<file path="src/rtl/acc_write_arbiter.sv">
// Write sequencer/arbiter for the 16-bit accumulator: A/B requesters plus clear, 3-phase writes.
// Optional build macro ACC_ARB_RR_EN selects round-robin arbitration (default: A over B).
module acc_write_arbiter #(
  parameter int unsigned DATA_W = 16
) (
  input  logic              clk,
  input  logic              reset,
  input  logic              clr_req,
  input  logic              a_valid,
  input  logic [DATA_W-1:0] a_data,
  output logic              a_ready,
  input  logic              b_valid,
  input  logic [DATA_W-1:0] b_data,
  output logic              b_ready,
  output logic [DATA_W-1:0] acc_data,
  output logic              acc_str,
  output logic              acc_clr,
  output logic              busy,
  output logic              last_grant
);

  typedef enum logic [2:0] {
    StIdle,
    StSetup,
    StStrobe,
    StHold,
    StClear
  } state_e;

  state_e state_q;
  logic   grant_a;
  logic   grant_b;

  // Grants are only offered in IDLE; a pending clear or reset suppresses both.
  always_comb begin
    grant_a = 1'b0;
    grant_b = 1'b0;
    if (state_q == StIdle && !reset && !clr_req) begin
`ifdef ACC_ARB_RR_EN
      grant_a = a_valid && (!b_valid || last_grant);
      grant_b = b_valid && (!a_valid || !last_grant);
`else
      grant_a = a_valid;
      grant_b = b_valid && !a_valid;
`endif
    end
  end

  assign a_ready = grant_a;
  assign b_ready = grant_b;

  always_ff @(posedge clk) begin
    if (reset) begin
      state_q    <= StIdle;
      acc_data   <= '0;
      acc_str    <= 1'b0;
      acc_clr    <= 1'b0;
      busy       <= 1'b0;
      last_grant <= 1'b1;
    end else begin
      acc_str <= 1'b0;
      acc_clr <= 1'b0;
      case (state_q)
        StIdle: begin
          if (clr_req) begin
            state_q <= StClear;
            acc_clr <= 1'b1;
            busy    <= 1'b1;
          end else if (grant_a || grant_b) begin
            state_q    <= StSetup;
            busy       <= 1'b1;
            acc_data   <= grant_b ? b_data : a_data;
            last_grant <= grant_b;
          end
        end
        StSetup: begin
          state_q <= StStrobe;
          acc_str <= 1'b1;
        end
        StStrobe: begin
          state_q <= StHold;
        end
        StHold: begin
          state_q <= StIdle;
          busy    <= 1'b0;
        end
        StClear: begin
          state_q <= StIdle;
          busy    <= 1'b0;
        end
        default: begin
          state_q <= StIdle;
          busy    <= 1'b0;
        end
      endcase
    end
  end

endmodule

</file>
<file path="config.mk">
export PLATFORM = sky130hd
export DESIGN_NAME = acc_write_arbiter
export DESIGN_NICKNAME = d
export VERILOG_FILES = /design/src/rtl/acc_write_arbiter.sv
export SDC_FILE = /design/constraint.sdc
export NUM_CORES = 1
export LEC_CHECK = 0
export CAP_MARGIN = 20
export CORE_MARGIN = 1.5
export CORE_UTILIZATION = 34
export CTS_CLUSTER_SIZE = 12
export DETAILED_ROUTE_END_ITERATION = 10
export PLACE_DENSITY = 0.75
export SYNTH_ARGS = -nofsm -noshare
export SYNTH_HDL_FRONTEND = slang
export SYNTH_SLANG_ARGS = --single-unit
export TNS_END_PERCENT = 1
</file>
<file path="constraint.sdc">
create_clock -name clk -period 1.6 [get_ports clk]
set_clock_uncertainty 0.15 [all_clocks]
set_input_delay 0.32 -clock clk [delete_from_list [all_inputs] [get_ports clk]]
set_output_delay 0.32 -clock clk [all_outputs]
set_load 0.005 [all_outputs]
</file>
==> impl_summary.md <==
Routing
The total DRC errors in the routed layout is 0. The DRC marker count from the first detailed-route iteration is 10. For this block, the routed nets add up to about 2.9 mm of wire. Once detail routing completed, the nets flagged for antenna violations numbered 0. Detailed routing inserted a total of between 1000 and 1500 vias.

The first detailed-routing pass took 4 iterations. In the routed layout, each cell is associated on average with a via count of a little over 5. Dividing the detail-routed wire length by the instance count gives approximately 14 µm.

Synth
The average instance in the mapped netlist occupies 10.1 µm². The synthesized netlist cell count is 104. The net count of the mapped netlist is 141. After synthesis, the netlist uses 27 different library cells. The cell area that synthesis handed to floorplanning was about 1100 µm².

The post-synthesis sequential area ratio is 0.437. The count of synthesis-stage warnings from yosys is 0. The synthesized design contains 23 register bits.

Timing
Setup repair after global routing could not meet its margin everywhere. The post-route minimum period is about 1900 ps. The total negative slack is -446 ps. The count of endpoints failing setup in the final report is 2. The final worst slack is -261 ps. The measured slew at the worst slew-check pin is approximately 290 ps.

The upper clock frequency limit is 537 MHz. The final count of pins violating max slew is 0. The final count of hold timing violations is 0. The worst slew margin relative to its limit is 0.807.

Dividing the final minimum period by the clock period gives 1.16.

Die
The number of primary I/O pins is 59. The initial core utilization is 0.351. The core region is around 3000 µm². The floorplan step defined a die boundary enclosing between 3000 and 4000 µm².

The height of the chip is just under 60 µm. The floorplan has 20 rows. The overall die width is a little under 60 µm.

CTS
CTS placed an instance of sky130_fd_sc_hd__clkbuf_4 at the clock tree root. Buffers inserted during clock tree synthesis total 3. The clock edge transition at the registers on the reported setup and hold paths is 120 ps. The later pin in the worst-skew pair is clocked with a latency of roughly 300 ps. For this design, the sink count on the clock tree is 23. The CTS H-tree depth is 1.

The clock tree from TritonCTS is yes. The buffer depth of the longest clock path is 2.

Critical path
The setup check on the worst reg-to-reg path leaves a slack of ~60 ps. The critical setup path kind is flip-flop to output pin. The worst register-to-register path begins at state_q[1]. The data required time of the critical path is roughly 1100 ps.

The critical register-to-register path endpoint is acc_data[15]. The critical path launch point type is a flip-flop. The type of destination of the critical path is an output pin. The number of cells on the worst reg-to-reg path is 4. The data arrival time of the critical path is around 1400 ps. The highest fanout seen on the critical path is 3.

Placement
The HPWL after detailed placement is roughly 2.2 mm. At the end of routability-driven placement, the weighted congestion stood at between 0.6 and 0.7. Port buffering added 58 buffers.

Pwr
The leakage power of the design is around 0.00072 µW. The worst voltage drop across the vdd grid is between 0.3 and 0.4 mV. The design draws ~1300 µW.

In this run the power density over the cells is between 700 and 800 nW/µm².

GRT
The initial antenna violation count is 0. Across every metal layer, demand over resource in global routing totals 0.169. For this run the aggregate overflow at the end of global routing stands at 0. The first-pass GRT wire length is 4.48 mm. The via count of the first global-routing pass is between 1000 and 1500. The maximum number of pins on one net before global-route repair is 22.

Status
The flow ran to the end, but the final reports show violations. The checks that failed: setup timing.

Cells and area
The most common library cell in the layout ignoring fill and taps is sky130_fd_sc_hd__clkdlybuf4s50_1. The library cells used most frequently in the layout, excluding fill and tap cells, are sky130_fd_sc_hd__clkdlybuf4s50_1, sky130_fd_sc_hd__dlygate4sd2_1, sky130_fd_sc_hd__dfxtp_2. Of the cells placed in the final design, the portion with a size suffix greater than 1 is 0.357.

The final antenna diode count is 0. The area added between synthesis and finish is 68.4%. The layout net count is ~210.

Worst hold path
The tightest min-delay check is of the primary input to flip-flop type. The path with the worst hold slack has its endpoint at acc_clr. The worst hold path startpoint is clr_req. Counting instances, the worst hold path has a depth of 3.

Job
Max-cap violations in this run came to 0.
final cells by class:
cell class                 count  area [µm²]
clock buffer                   4        26.3
fill                         273        1230
inverter                       1        7.51
multi-input combinational     69         538
sequential                    23         482
tap                           33        41.3
timing repair buffer          74         682
worst max path at each step:
stage | start | end | slack [ps] | cells after the start
after floorplan | state_q[1] | b_ready | -6 | 5
after global placement | reset | a_ready | -790 | 5
after detailed placement | reset | a_ready | -840 | 5
after CTS | state_q[1] | a_ready | -280 | 4
after global routing | state_q[1] | a_ready | -350 | 4
final | state_q[1] | a_ready | -260 | 4
stage by stage:
stage	setup slack [ps]	util	cells	area [µm²]	hold slack, ps
final	-261	0.592	204	1780	316
after global routing	-349	0.592	204	1780	304
after detailed placement	-844	0.567	198	1700	314
after global placement	-790	0.567	198	1700	303
after floorplan	-6.13	-	104	1060	274
after CTS	-283	0.581	204	1740	324
state kept, by name (all words and copies together), names as in the netlist:
| register | cells |
|---|---|
| acc_data | 16 |
| state_q | 3 |
| acc_clr | 1 |
| acc_str | 1 |
| busy | 1 |
| last_grant | 1 |
power by group:
group	total (µW)	leakage, µW	switching (µW)	internal, µW
registers	656	0.000195	28.3	627
clock network	268	0.0000150	171	97.1
logic	405	0.000513	172	233
total	1330	0.000722	371	958
cell usage after synthesis:
| master | n | area share |
|---|---|---|
| sky130_fd_sc_hd__a21oi_2 | 7 | 0.058 |
| sky130_fd_sc_hd__nor3_1 | 2 | 0.0095 |
| sky130_fd_sc_hd__dfxtp_1 | 23 | 0.44 |
| sky130_fd_sc_hd__and2_1 | 3 | 0.018 |
| sky130_fd_sc_hd__nor4_1 | 1 | 0.0059 |
| sky130_fd_sc_hd__nor4b_1 | 1 | 0.0083 |
| sky130_fd_sc_hd__nand2_1 | 2 | 0.0071 |
| sky130_fd_sc_hd__inv_1 | 1 | 0.0036 |
| sky130_fd_sc_hd__o22ai_1 | 16 | 0.095 |
| sky130_fd_sc_hd__buf_12 | 1 | 0.019 |
| sky130_fd_sc_hd__a22oi_2 | 1 | 0.012 |
| sky130_fd_sc_hd__buf_2 | 1 | 0.0047 |
| sky130_fd_sc_hd__o21ba_2 | 1 | 0.0095 |
| sky130_fd_sc_hd__a211oi_2 | 7 | 0.083 |
| sky130_fd_sc_hd__nand2b_1 | 1 | 0.0059 |
| sky130_fd_sc_hd__or3_1 | 1 | 0.0059 |
| sky130_fd_sc_hd__nor2_1 | 3 | 0.011 |
| sky130_fd_sc_hd__buf_1 | 1 | 0.0036 |
| sky130_fd_sc_hd__a211oi_1 | 10 | 0.071 |
| sky130_fd_sc_hd__a21oi_1 | 9 | 0.043 |
| sky130_fd_sc_hd__nor4_2 | 1 | 0.012 |
| sky130_fd_sc_hd__buf_4 | 4 | 0.028 |
| sky130_fd_sc_hd__nor2b_1 | 1 | 0.0059 |
| sky130_fd_sc_hd__nand3b_1 | 1 | 0.0071 |
| sky130_fd_sc_hd__xnor2_1 | 1 | 0.0083 |
| sky130_fd_sc_hd__buf_6 | 2 | 0.021 |
| sky130_fd_sc_hd__clkbuf_1 | 2 | 0.0071 |
kinds of logic after synthesis:
group	synth area share
flip-flops	0.437
buffers and inverters	0.0878
AND/OR/NAND/NOR	0.0961
AO/OA/AOI/OAI	0.371
XOR/XNOR	0.00831
worst max-delay path: stages (launching register included):
cell and delay [ps]:
sky130_fd_sc_hd__dfxtp_2 350, sky130_fd_sc_hd__nor4_4 310, sky130_fd_sc_hd__nor2b_4 200, sky130_fd_sc_hd__and2_1 120, sky130_fd_sc_hd__buf_2 110
layer usage:
metal  part of all wire  routed length (µm)  GRT usage
met1               0.42                1210      0.181
met2               0.52                1490      0.335
met3              0.061                 175     0.0396
met4             0.0038                  11     0.0292
met5                  0                   0          0
what timing repair did:
item | CTS | global route
setup buffers | 2 | 0
pin swaps | 5 | 0
endpoints found under the setup margin | 38 | 16
gates resized for setup | 48 | 8
hold buffers | 0 | 0
Note: power is estimated with default switching activity, not from simulation.
